### src/rtl/mem_arbiter.sv
// N-port valid/ready arbiter onto one pipelined synchronous memory.
// Fixed-priority or round-robin grant, in-order read response tracking.
module mem_arbiter #(
  parameter int NUM_PORTS    = 2,
  parameter int ADDR_WIDTH   = 32,
  parameter int DATA_WIDTH   = 32,
  parameter int READ_LATENCY = 1,
  parameter int ARB_MODE     = 0
) (
  input  logic                             clk,
  input  logic                             rst,
  input  logic [NUM_PORTS-1:0]             req_valid,
  output logic [NUM_PORTS-1:0]             req_ready,
  input  logic [NUM_PORTS-1:0]             req_we,
  input  logic [NUM_PORTS*ADDR_WIDTH-1:0]  req_addr,
  input  logic [NUM_PORTS*DATA_WIDTH-1:0]  req_wdata,
  output logic [NUM_PORTS-1:0]             rsp_valid,
  output logic [DATA_WIDTH-1:0]            rsp_rdata,
  output logic                             mem_we,
  output logic [ADDR_WIDTH-1:0]            mem_addr,
  output logic [DATA_WIDTH-1:0]            mem_wdata,
  input  logic [DATA_WIDTH-1:0]            mem_rdata,
  output logic                             busy
);

  localparam int PW = (NUM_PORTS > 1) ? $clog2(NUM_PORTS) : 1;

  generate
    if (NUM_PORTS < 1 || NUM_PORTS > 8) begin : g_bad_ports
      $error("mem_arbiter: NUM_PORTS must be 1..8");
    end
    if (READ_LATENCY < 1 || READ_LATENCY > 4) begin : g_bad_lat
      $error("mem_arbiter: READ_LATENCY must be 1..4");
    end
  endgenerate

  logic [PW-1:0]           ptr;
  logic [PW-1:0]           win;
  logic                    found;
  logic [ADDR_WIDTH-1:0]   addr_q;
  logic [DATA_WIDTH-1:0]   wdata_q;
  logic [READ_LATENCY-1:0] tv;
  logic [PW-1:0]           tid [READ_LATENCY];
  int                      start;
  int                      idx;

  // Search order begins at ptr+1 in round-robin, at port 0 otherwise.
  always_comb begin
    found = 1'b0;
    win   = '0;
    start = 0;
    idx   = 0;
    if (ARB_MODE == 1) start = int'(ptr) + 1;
    for (int i = 0; i < NUM_PORTS; i++) begin
      idx = start + i;
      if (idx >= NUM_PORTS) idx = idx - NUM_PORTS;
      for (int p = 0; p < NUM_PORTS; p++) begin
        if (!rst && !found && p == idx && req_valid[p]) begin
          found = 1'b1;
          win   = PW'(p);
        end
      end
    end
  end

  always_comb begin
    req_ready = '0;
    mem_we    = 1'b0;
    mem_addr  = addr_q;
    mem_wdata = wdata_q;
    for (int p = 0; p < NUM_PORTS; p++) begin
      if (found && win == PW'(p)) begin
        req_ready[p] = 1'b1;
        mem_we       = req_we[p];
        mem_addr     = req_addr[p*ADDR_WIDTH +: ADDR_WIDTH];
        mem_wdata    = req_wdata[p*DATA_WIDTH +: DATA_WIDTH];
      end
    end
  end

  always_ff @(posedge clk or posedge rst) begin
    if (rst) begin
      ptr     <= PW'(NUM_PORTS - 1);
      addr_q  <= '0;
      wdata_q <= '0;
    end else if (found) begin
      ptr     <= win;
      addr_q  <= mem_addr;
      wdata_q <= mem_wdata;
    end
  end

  // Read tracker: {valid, port} travels alongside the memory pipeline.
  always_ff @(posedge clk or posedge rst) begin
    if (rst) begin
      tv <= '0;
      for (int i = 0; i < READ_LATENCY; i++) tid[i] <= '0;
    end else begin
      tv[0]  <= found & ~mem_we;
      tid[0] <= win;
      for (int i = 1; i < READ_LATENCY; i++) begin
        tv[i]  <= tv[i-1];
        tid[i] <= tid[i-1];
      end
    end
  end

  always_comb begin
    rsp_valid = '0;
    for (int p = 0; p < NUM_PORTS; p++) begin
      rsp_valid[p] = tv[READ_LATENCY-1] && (tid[READ_LATENCY-1] == PW'(p));
    end
  end

  assign rsp_rdata = mem_rdata;
  assign busy      = |tv;

endmodule

### config.mk
export PLATFORM = sky130hd
export DESIGN_NAME = mem_arbiter
export DESIGN_NICKNAME = d
export VERILOG_FILES = /design/src/rtl/mem_arbiter.sv
export SDC_FILE = /design/constraint.sdc
export NUM_CORES = 1
export LEC_CHECK = 0
export BUFFER_PORTS_ARGS = -buffer_cell sky130_fd_sc_hd__buf_2
export CAP_MARGIN = 10
export CORE_AREA = 2 2 102 104
export DETAILED_ROUTE_END_ITERATION = 10
export DIE_AREA = 0 0 104 106
export GPL_TIMING_DRIVEN = 0
export PLACE_DENSITY = 0.77
export SETUP_SLACK_MARGIN = 0.1
export SYNTH_ARGS = -nofsm -noshare
export SYNTH_HDL_FRONTEND = slang
export SYNTH_SLANG_ARGS = --single-unit
### constraint.sdc
create_clock -name clk -period 6.3 [get_ports clk]
set_input_delay 1.26 -clock clk [delete_from_list [all_inputs] [get_ports clk]]
set_output_delay 1.26 -clock clk [all_outputs]
set_load 0.1 [all_outputs]
==> metrics, run 1 <==
clk_lat worst skew between 300 and 400 ps; R2R setup slack 5500 ps; Worst Path Buf+Inv 5; Worst path top cell family by delay buffers and inverters; share of layout cells above drive strength 1 53.51%; number of buffers added for setup after CTS 0; pin count of the biggest net entering global routing 50; Final Hold Viols 0; crit path launch rst; initial antenna violation count 0; first-pass GRT wire length 18,060 microns; hold_sp wdata_q[22]$_DFFE_PP0P_; worst vdd ir 0.0001591 V; Synth cell types 17; die area 11,020 sq um; top cells by count, synth 164 x nor2_1, 66 x dfrtp_1, 41 x o32ai_2; CTS Buf Count 9; Layout Nets about 820; Netlist Area Pre-Place 3876 sq um; #FFs+latches synth 66; R2R Path End wdata_q[6]$_DFFE_PP0P_; GP Congestion 0.8022; Initial Util between 30% and 40%; die width 104 microns; Clk pin slew, worst setup/hold paths approximately 60 ps; synthesized netlist cell count 405; top cell type's share of synthesized area between 40% and 50%; CORE AREA 10000 sq um; Worst Setup End Kind primary output; crit start category input pin; num ports 268; critical path's largest stage delay 430 ps; Crit path top cell by count buf_2; CTS Hold Buffers Added 0; Fmax between 200 and 250 MHz; worst path cell trace buf_2, inv_1, clkbuf_4, buf_16, o22ai_1, nor2_1, buf_2; Pre-antenna DRT Iters 4; GRT Residual Overflow 0; Worst Path Arrival roughly 3000 ps; Syn. warnings 0; port bufs 235; pwr/cell area 314.2 nW/um^2; # Max-Cap Violations 0; most area-hungry cell type in the Yosys netlist dfrtp_1; headroom to the max-slew limit 66.31%; area delta synth->final 40.32%; hpwl dp 9072 microns; synth top area cells dfrtp_1 43%, o32ai_2 17%, nor2_1 16%, buf_4 7.7%, o32ai_1 5.2%; antenna viol nets, final 0; CP max-delay cell buf_2; final slew viol count 0; CTS Root Cell clkbuf_8; Hold EP wdata_q[22]$_DFFE_PP0P_; Final WS setup 2056 ps; Tcrit/Tclk final 67.37%; PostCTS Resize Cnt 0; number of flops mapped to enable cells by yosys 0; # setup viols final 0; vias post-DR 3,891; DRC viols 0; static leakage 2.553 nW; hold path cells 2; crit path kind in2out; Seq/Total Area, Yosys 42.61%; RSZ-0062 raised after global routing no; Longest Clk Path Bufs 2; antenna cells 0; CTS tree done; Crit Path Max Fanout 49; Critical Path RT 5040 ps; worst slew pin tran 508.8 ps; count leader, synth nor2_1; r2r worst-path depth 2; Routed WL about 11,000 microns; fin crit period 4244 ps; ys flop type dfrtp_1; number of global-route vias before repair 3,899; Post-Syn Area per Cell 9.571 sq um; pre-CTS setup slack 2007 ps; WL/cell 14.42 microns; Hold Path Class reg2reg; status finished, final reports clean; Clock Skews 0 ps; Syn Nets 571; std cell rows 37; worst r2r src wdata_q[6]$_DFFE_PP0P_; Fill cells 928; CTS sink count 66; drt initial violations 154; Async SR Flop Fraction 100.0%; Tot GR Track Use 20.06%; vias per std cell 4.913; Die Ht between 100 and 150 microns; H-tree Lvls 3; setup_tns 0 ps
==> flip-flops by register name, summed over array words and instances, names as in the netlist <==
register,flops
tid,1
wdata_q,32
addr_q,32
busy,1
==> per-stage QoR <==
stage / hold slack [ps] / util, % / total power, mW / cell area (sq um) / cells
2_1_floorplan: 467.3 / - / 1.218 / 3877 / 405
3_3_place_gp: 484.1 / 52.24 / 1.361 / 5224 / 776
3_5_place_dp: 486.7 / 52.54 / 1.376 / 5254 / 777
4_1_cts: 504.3 / 54.39 / 1.724 / 5439 / 792
5_1_grt: 522.7 / 54.39 / 1.780 / 5439 / 792
6_report: 496.3 / 54.39 / 1.709 / 5439 / 792
==> cell families (layout without fill, tap and decap cells) <==
logic type / count (synthesis) / count (layout) / synth area share [%]
AO/OA/AOI/OAI: 98 / 98 / 27.99
buffers and inverters: 68 / 319 / 12.07
flip-flops: 66 / 66 / 42.61
AND/OR/NAND/NOR: 173 / 173 / 17.33
==> per-layer routing <==
metal | track usage, % | vias to the layer above | share of wire [%]
li1 | - | 1910 | -
met1 | 22.69 | 1811 | 40
met2 | 36.75 | 163 | 51
met3 | 6.622 | 7 | 7.8
met4 | 4.440 | 0 | 0.68
met5 | 0 | - | 0
==> worst register-to-register path, delay by kind of cell, from the launching register on <==
family             cells  cell delay (ps)
AOI/OAI and AO/OA      1              210
and+or+nand+nor        1               70
DFF                    1              400
==> layout by cell type (no fill, tap or decap), types with 6 or more instances in the layout <==
master / synthesis / final
nor2_1: 164 / 164
clkbuf_8: 0 / 10
buf_2: 14 / 249
dfrtp_1: 66 / 66
o32ai_2: 41 / 41
o32ai_1: 23 / 23
buf_6: 6 / 6
clkbuf_1: 5 / 6
buf_4: 40 / 40
o22ai_1: 31 / 31
==> where the power goes <==
part | internal (mW) | total [mW] | leakage [nW] | switching, mW
logic | 0.168 | 0.857 | 1.72 | 0.689
clock network | 0.191 | 0.344 | 0.0962 | 0.154
registers | 0.481 | 0.507 | 0.739 | 0.0260
==> worst max path at each step <==
stage | endpoint | cells past startpoint
finish | mem_wdata[6] | 7
global route | mem_wdata[6] | 7
CTS | mem_wdata[1] | 7
detailed placement | mem_wdata[1] | 7
global placement | mem_wdata[1] | 6
floorplan | mem_wdata[0] | 4
==> layout make-up <==
| type | instances | area [sq um] | share of cell area (%) |
|---|---|---|---|
| repair buffers | 236 | 1204 | 22.13 |
| clock buffers | 12 | 145.1 | 2.669 |
| flip-flops and latches | 66 | 1652 | 30.37 |
| well taps | 136 | 170.2 | 3.129 |
| plain buffers | 65 | 460.4 | 8.466 |
| clock inverters | 3 | 40.04 | 0.7361 |
| multi-input cells | 271 | 1757 | 32.30 |
| inverters | 3 | 11.26 | 0.2070 |
No activity file was read; power rests on OpenSTA's default activity.
==> inputs of run 2 (changes only) <==
--- a/config.mk
+++ b/config.mk
@@ -5,13 +5,14 @@
 export SDC_FILE = /design/constraint.sdc
 export NUM_CORES = 1
 export LEC_CHECK = 0
+export ABC_AREA = 1
 export BUFFER_PORTS_ARGS = -buffer_cell sky130_fd_sc_hd__buf_2
 export CAP_MARGIN = 10
-export CORE_AREA = 2 2 102 104
+export CORE_AREA = 2 2 105 107
 export DETAILED_ROUTE_END_ITERATION = 10
-export DIE_AREA = 0 0 104 106
+export DIE_AREA = 0 0 107 109
 export GPL_TIMING_DRIVEN = 0
-export PLACE_DENSITY = 0.77
+export PLACE_DENSITY = 0.73
 export SETUP_SLACK_MARGIN = 0.1
 export SYNTH_ARGS = -nofsm -noshare
 export SYNTH_HDL_FRONTEND = slang
==> constraint.sdc (replaced) <==
create_clock -name clk -period 3.85 [get_ports clk]
set_input_delay 0.77 -clock clk [delete_from_list [all_inputs] [get_ports clk]]
set_output_delay 0.77 -clock clk [all_outputs]
set_load 0.1 [all_outputs]
==> run 2 against run 1 <==
Sequential share of layout area up 2.0 points. Via count grew 4.5%. Sequential power up 58%. Critical path depth rose by 1. First-iteration DRC count up 29%. Critical endpoint is now mem_addr[1].
==> metrics, run 2 <==
most area-hungry cell type in the Yosys netlist dfrtp_1 (unchanged); ys flop type dfrtp_1 (unchanged); # placed instances 837 (was 777); CP max-delay cell inv_4 (was buf_2); top cell type's share of synthesized area 46.14% (was 42.61%); DRC viols 0 (unchanged); antenna viol nets, final 0 (unchanged); Worst Setup End Kind primary output (unchanged); Pre-antenna DRT Iters 4 (unchanged); Tot GR Track Use 18.52% (was 20.06%); GRT busiest layer met2 (unchanged); final slew viol count 0 (unchanged); Routed WL 11,000 microns (was 11,420 microns); std cell rows 38 (was 37); Layout Nets 874 (was 818); Clock Skews 0 ps (unchanged); Post-Syn Area per Cell 7.748 sq um (was 9.571 sq um); Regs by FF count addr_q x32, wdata_q x32 (unchanged); first-pass GRT wire length 16,990 microns (was 18,060 microns); Initial Util 33.76% (was 38.76%); crit start category input pin (unchanged); GRT Residual Overflow 0 (unchanged); vias post-DR 4,068 (was 3,891); top cells by count, synth 193 x nand3_1, 132 x nand2_1, 66 x dfrtp_1 (was 164 x nor2_1, 66 x dfrtp_1, 41 x o32ai_2); area delta synth->final 42.47% (was 40.32%); hold path cells 2 (unchanged); PostCTS Resize Cnt 0 (unchanged); # Max-Cap Violations 0 (unchanged); Worst path top cell family by delay buffers and inverters (unchanged); Crit Path Max Fanout 68 (was 49); CTS tree done (unchanged); number of flops mapped to enable cells by yosys 0 (unchanged); sequential fraction of design power 31.1% (was 29.7%); die area 11,660 sq um (was 11,020 sq um); worst slew pin tran 829.8 ps (was 508.8 ps); WL/cell 12.90 microns (was 14.42 microns); GP Congestion 0.8170 (was 0.8022); pwr/cell area 506.7 nW/um^2 (was 314.2 nW/um^2); Worst Path Arrival 2600 ps (was 2980 ps); port bufs 235 (unchanged); Int Power 1.257 mW (was 840.1 uW); Finished Layout Cells 853 (was 792); Synth cell types 12 (was 17); status finished, final reports clean (unchanged); switching power 1.327 mW (was 868.8 uW); Syn. warnings 0 (unchanged); Die Ht 109 microns (was 106 microns); worst vdd ir 0.0002144 V (was 0.0001591 V); headroom to the max-slew limit 44.68% (was 66.31%); Clk pin slew, worst setup/hold paths 70 ps (was 60 ps); Crit. path cell count 8 (was 7); most frequent cells in the layout 248 x buf_2, 193 x nand3_1, 132 x nand2_1 (was 249 x buf_2, 164 x nor2_1, 66 x dfrtp_1); count leader, synth nand3_1 (was nor2_1); # setup viols final 0 (unchanged); met3 usage 4.423% (was 6.622%); vias per std cell 4.769 (was 4.913); antenna cells 0 (unchanged); Netlist Area Pre-Place 3580 sq um (was 3876 sq um); hpwl dp 8390 microns (was 9072 microns); met2 usage 31.85% (was 36.75%); Hold Path Class reg2reg (unchanged); drt initial violations 199 (was 154); H-tree Lvls 3 (unchanged); Tcrit/Tclk final between 80% and 90%; crit path kind in2out (unchanged); number of global-route vias before repair 3,676 (was 3,899); CTS Root Cell clkbuf_8 (unchanged); Async SR Flop Fraction 100.0% (unchanged); Seq/Total Area, Yosys 46.14% (was 42.61%); clk_lat worst skew 330 ps (was 320 ps); Critical Path RT 3080 ps (was 5040 ps); worst path cell trace buf_2, inv_4, o21ai_1, buf_4, buf_4, nand2_1, nand3_1, buf_2 (was buf_2, inv_1, clkbuf_4, buf_16, o22ai_1, nor2_1, buf_2); pin count of the biggest net entering global routing 69 (was 50); die width 107 microns (was 104 microns); r2r worst-path depth 2 (unchanged); synth top area cells dfrtp_1 46%, nand3_1 27%, nand2_1 14%, buf_4 8.4%, buf_2 1.8% (was dfrtp_1 43%, o32ai_2 17%, nor2_1 16%, buf_4 7.7%, o32ai_1 5.2%); setup_tns 0 ps (unchanged); fin crit period 3369 ps; number of buffers added for setup after CTS 0 (unchanged); RSZ-0062 raised after global routing no (unchanged); Syn Nets 628 (was 571); CTS sink count 66 (unchanged); initial antenna violation count 0 (unchanged); CTS Hold Buffers Added 0 (unchanged); synthesized netlist cell count 462 (was 405); Net Sw Frac 51.36% (was 50.84%); Fmax ~300 MHz; CORE AREA 10,600 sq um (was 10000 sq um); Final Hold Viols 0 (unchanged); met1 Use GR 22.42% (was 22.69%); share of layout cells above drive strength 1 43.20% (was 53.51%); critical path's largest stage delay 590 ps (was 430 ps); Worst Path Buf+Inv 5 (unchanged); hold slack 476.4 ps (was 496.3 ps); clock share of power 19.7% (was 20.2%); #FFs+latches synth 66 (unchanged); CTS Buf Count 9 (unchanged); Comb power frac 49.2% (was 50.2%); Longest Clk Path Bufs 2 (unchanged); commonest non-fill, non-tap cell in the layout buf_2 (unchanged); static leakage 3.018 nW (was 2.553 nW); num ports 268 (unchanged)
-- run 2: cell types whose count changed after synthesis, moves of 2 or more --
| cell | before | now |
|---|---|---|
| nand2b_1 | 4 | 0 |
| nor2_1 | 164 | 5 |
| nor2b_1 | 2 | 0 |
| clkbuf_1 | 5 | 3 |
| o22ai_1 | 31 | 0 |
| o32ai_1 | 23 | 0 |
| o32ai_2 | 41 | 0 |
| nand3_1 | 0 | 193 |
| buf_6 | 6 | 4 |
| or2_1 | 2 | 0 |
| nand2_1 | 0 | 132 |
-- run 2: logic make-up after synthesis --
logic type	synth area share [%]
and+or+nand+nor	41.52
buffers and inverters	12.20
AOI/OAI and AO/OA	0.1397
DFF	46.14
-- run 2: worst paths after layout --
kind / from / to / slack [ps]
min: wdata_q[16]$_DFFE_PP0P_ / wdata_q[16]$_DFFE_PP0P_ / 480
max in group asynchronous: rst / addr_q[5]$_DFFE_PP0P_ / 2680
min reg2reg: wdata_q[16]$_DFFE_PP0P_ / wdata_q[16]$_DFFE_PP0P_ / 480
max reg2reg: addr_q[25]$_DFFE_PP0P_ / addr_q[25]$_DFFE_PP0P_ / 3170
min in group asynchronous: rst / tid$_DFF_PP0_ / 630
max: rst / mem_addr[1] / 480
-- run 2: layer usage --
layer	vias up	part of all wire (%)
met4	0	2.1
met5	-	0
met3	21	8.3
li1	2027	-
met1	1844	40
met2	176	49
-- run 2: cell type report --
| cell class | count | area (sq um) |
|---|---|---|
| fillers | 1105 | 5503 |
| clock inverters | 3 | 15.01 |
| clock buffers | 13 | 148.9 |
| multi-input cells | 332 | 1494 |
| well taps | 140 | 175.2 |
| inverters | 4 | 17.52 |
| plain buffers | 60 | 421.7 |
| repair buffers | 235 | 1176 |
| flip-flops and latches | 66 | 1652 |
-- run 2: power by group through the flow --
stage	sequential (mW)	combinational [mW]	clock, mW
floorplan	0.816	1.05	0
global placement	0.813	1.27	0
detailed placement	0.817	1.28	0
CTS	0.803	1.28	0.529
global route	0.812	1.34	0.555
finish	0.803	1.27	0.509
-- run 2: worst register-to-register path, cell delays in order, from the launching register on --
cell,delay (ps)
dfrtp_1,370
nand2_1,80
nand3_1,90
-- run 2: metrics by stage --
step                      setup WS, ps  util, %  power [mW]  instance area, sq um
final                            481.0    48.10       2.584                  5100
after floorplan                  180.5        -       1.869                  3582
after global placement          -120.0    46.53       2.087                  4933
after detailed placement         390.7    46.55       2.096                  4936
after CTS                        390.1    48.10       2.613                  5100
after global routing             231.5    48.10       2.704                  5100
==> inputs of run 3 (changes only) <==
--- a/config.mk
+++ b/config.mk
@@ -5,14 +5,13 @@
 export SDC_FILE = /design/constraint.sdc
 export NUM_CORES = 1
 export LEC_CHECK = 0
-export ABC_AREA = 1
 export BUFFER_PORTS_ARGS = -buffer_cell sky130_fd_sc_hd__buf_2
 export CAP_MARGIN = 10
-export CORE_AREA = 2 2 105 107
+export CORE_MARGIN = 2
+export CORE_UTILIZATION = 38
 export DETAILED_ROUTE_END_ITERATION = 10
-export DIE_AREA = 0 0 107 109
 export GPL_TIMING_DRIVEN = 0
-export PLACE_DENSITY = 0.73
+export PLACE_DENSITY = 0.78
 export SETUP_SLACK_MARGIN = 0.1
 export SYNTH_ARGS = -nofsm -noshare
 export SYNTH_HDL_FRONTEND = slang
==> run 3 against run 2 <==
Clock-buffer cell count is 1 higher. Worst setup slack worse by 110 ps. Critical path depth is 2 lower. Hold slack better by 19 ps. Routed wire length is 7.3% higher. Power is 9.4% higher. Via count is 2.9% lower. Combinational power is 11% higher. Clock skew stayed put. Sequential share of layout area is 2.0 points lower. Die area is 5.5% lower. Clock power is 16% higher.
==> metrics, run 3 (same netlist as run 1, synthesis figures left out) <==
met1 Use GR 22.04% (was 22.42%); area delta synth->final 40.41% (was 42.47%); share of layout cells above drive strength 1 54.73% (was 43.20%); die width 105.0 microns (was 107 microns); fin crit period 3480 ps (was 3369 ps); hpwl dp 9315 microns (was 8390 microns); Layout Nets 817 (was 874); Longest Clk Path Bufs 2 (unchanged); Routed WL 11,800 microns (was 11,000 microns); Pwr Total 2.828 mW (was 2.584 mW); Clock Skews 0 ps (unchanged); worst vdd ir 0.0002853 V (was 0.0002144 V); Fmax 287.3 MHz (was 296.8 MHz); Tcrit/Tclk final 90.40% (was 87.51%); antenna viol nets, final 0 (unchanged); final slew viol count 0 (unchanged); pwr/cell area 519.6 nW/um^2 (was 506.7 nW/um^2); met3 usage 7.985% (was 4.423%); vias per std cell 5.004 (was 4.769); vias post-DR 3,948 (was 4,068); CTS tree done (unchanged); CTS Buf Count 9 (unchanged); RSZ-0062 raised after global routing no (unchanged); Critical Path RT 3080 ps (about the same); commonest non-fill, non-tap cell in the layout buf_2 (unchanged); drt initial violations 179 (was 199); headroom to the max-slew limit 35.61% (was 44.68%); Pre-antenna DRT Iters 4 (unchanged); # setup viols final 0 (unchanged); crit start category input pin (unchanged); pin count of the biggest net entering global routing 76 (was 69); CTS Hold Buffers Added 0 (unchanged); GRT Residual Overflow 0 (unchanged); static leakage 2.548 nW (was 3.018 nW); port bufs 235 (unchanged); H-tree Lvls 3 (unchanged); # Max-Cap Violations 0 (unchanged); clk_lat worst skew 330 ps (about the same); num ports 268 (unchanged); number of global-route vias before repair 4,073 (was 3,676); WL/cell 14.96 microns (was 12.90 microns); worst slew pin tran 965.8 ps (was 829.8 ps); initial antenna violation count 0 (unchanged); Tot GR Track Use 20.85% (was 18.52%); Die Ht 105.0 microns (was 109 microns); most frequent cells in the layout 249 x buf_2, 155 x nor2_1, 66 x dfrtp_1 (was 248 x buf_2, 193 x nand3_1, 132 x nand2_1); Hold Path Class reg2reg (unchanged); die area 11,020 sq um (was 11,660 sq um); setup_tns 0 ps (unchanged); first-pass GRT wire length 18,640 microns (was 16,990 microns); R2R setup slack 2980 ps (was 3170 ps); PostCTS Resize Cnt 0 (unchanged); met2 usage 37.71% (was 31.85%); Initial Util 39.48% (was 33.76%); number of buffers added for setup after CTS 0 (unchanged); std cell rows 36 (was 38); Worst Path Arrival 2710 ps (was 2600 ps); Regs by FF count addr_q x32, wdata_q x32 (unchanged); Clk pin slew, worst setup/hold paths 70 ps (about the same); CTS Root Cell clkbuf_8 (unchanged); GP Congestion 0.7967 (was 0.8170); Final Hold Viols 0 (unchanged); CTS sink count 66 (unchanged); crit path kind in2out (unchanged); CORE AREA 9819 sq um (was 10,600 sq um); DRC viols 0 (unchanged); Fill cells 888 (was 1,105); Worst Setup End Kind primary output (unchanged); Crit Path Max Fanout 75 (was 68); antenna cells 0 (unchanged); GRT busiest layer met2 (unchanged); status finished, final reports clean (unchanged)
==> run 3: area by class of cell <==
class                      count  area, sq um  area share [%]
sequential                    66         1652           30.34
clock inverter                 2        35.03          0.6437
multi-input combinational    271         1779           32.69
timing repair buffer         235         1176           21.61
clock buffer                  14        162.7           2.989
buffer                        65        460.4           8.460
inverter                       3        11.26          0.2069
tap                          133        166.4           3.057
==> run 3: through the flow <==
| step | utilization, % | area (sq um) | std cells | setup WS, ps | hold WS (ps) |
|---|---|---|---|---|---|
| finish | 55.43 | 5443 | 789 | 369.8 | 495.1 |
| global route | 55.43 | 5443 | 789 | 116.5 | 524.9 |
| CTS | 55.43 | 5443 | 789 | 306.6 | 503.3 |
| detailed placement | 53.41 | 5245 | 773 | 302.6 | 486.6 |
| global placement | 53.41 | 5245 | 773 | 373.6 | 481.2 |
| floorplan | - | 3902 | 405 | 417.6 | 467.3 |
==> run 3: power breakdown <==
part / switching (mW) / total, mW / internal [mW]
logic: 1.13 / 1.41 / 0.275
clock network: 0.255 / 0.590 / 0.335
registers: 0.0440 / 0.831 / 0.787
total: 1.43 / 2.83 / 1.40
==> run 3: worst max-delay path: stages <==
cell	delay (ps)
buf_2	140
inv_1	130
clkbuf_4	800
o22ai_1	270
nor2_2	130
buf_2	440
==> run 3: path summary, 6_finish.rpt <==
check | endpoint | start | depth (start not counted)
worst min-delay path | wdata_q[20]$_DFFE_PP0P_ | wdata_q[20]$_DFFE_PP0P_ | 2
max in group asynchronous | wdata_q[17]$_DFFE_PP0P_ | rst | 3
worst min register to register | wdata_q[20]$_DFFE_PP0P_ | wdata_q[20]$_DFFE_PP0P_ | 2
min in group asynchronous | wdata_q[31]$_DFFE_PP0P_ | rst | 3
worst max-delay path | mem_wdata[3] | rst | 6
worst max register to register | wdata_q[6]$_DFFE_PP0P_ | wdata_q[6]$_DFFE_PP0P_ | 2
==> run 3: routing by layer <==
layer,vias to the layer above,wire [microns]
met4,0,196
li1,1911,-
met5,-,0
met1,1827,4375
met2,195,6088
met3,15,1143
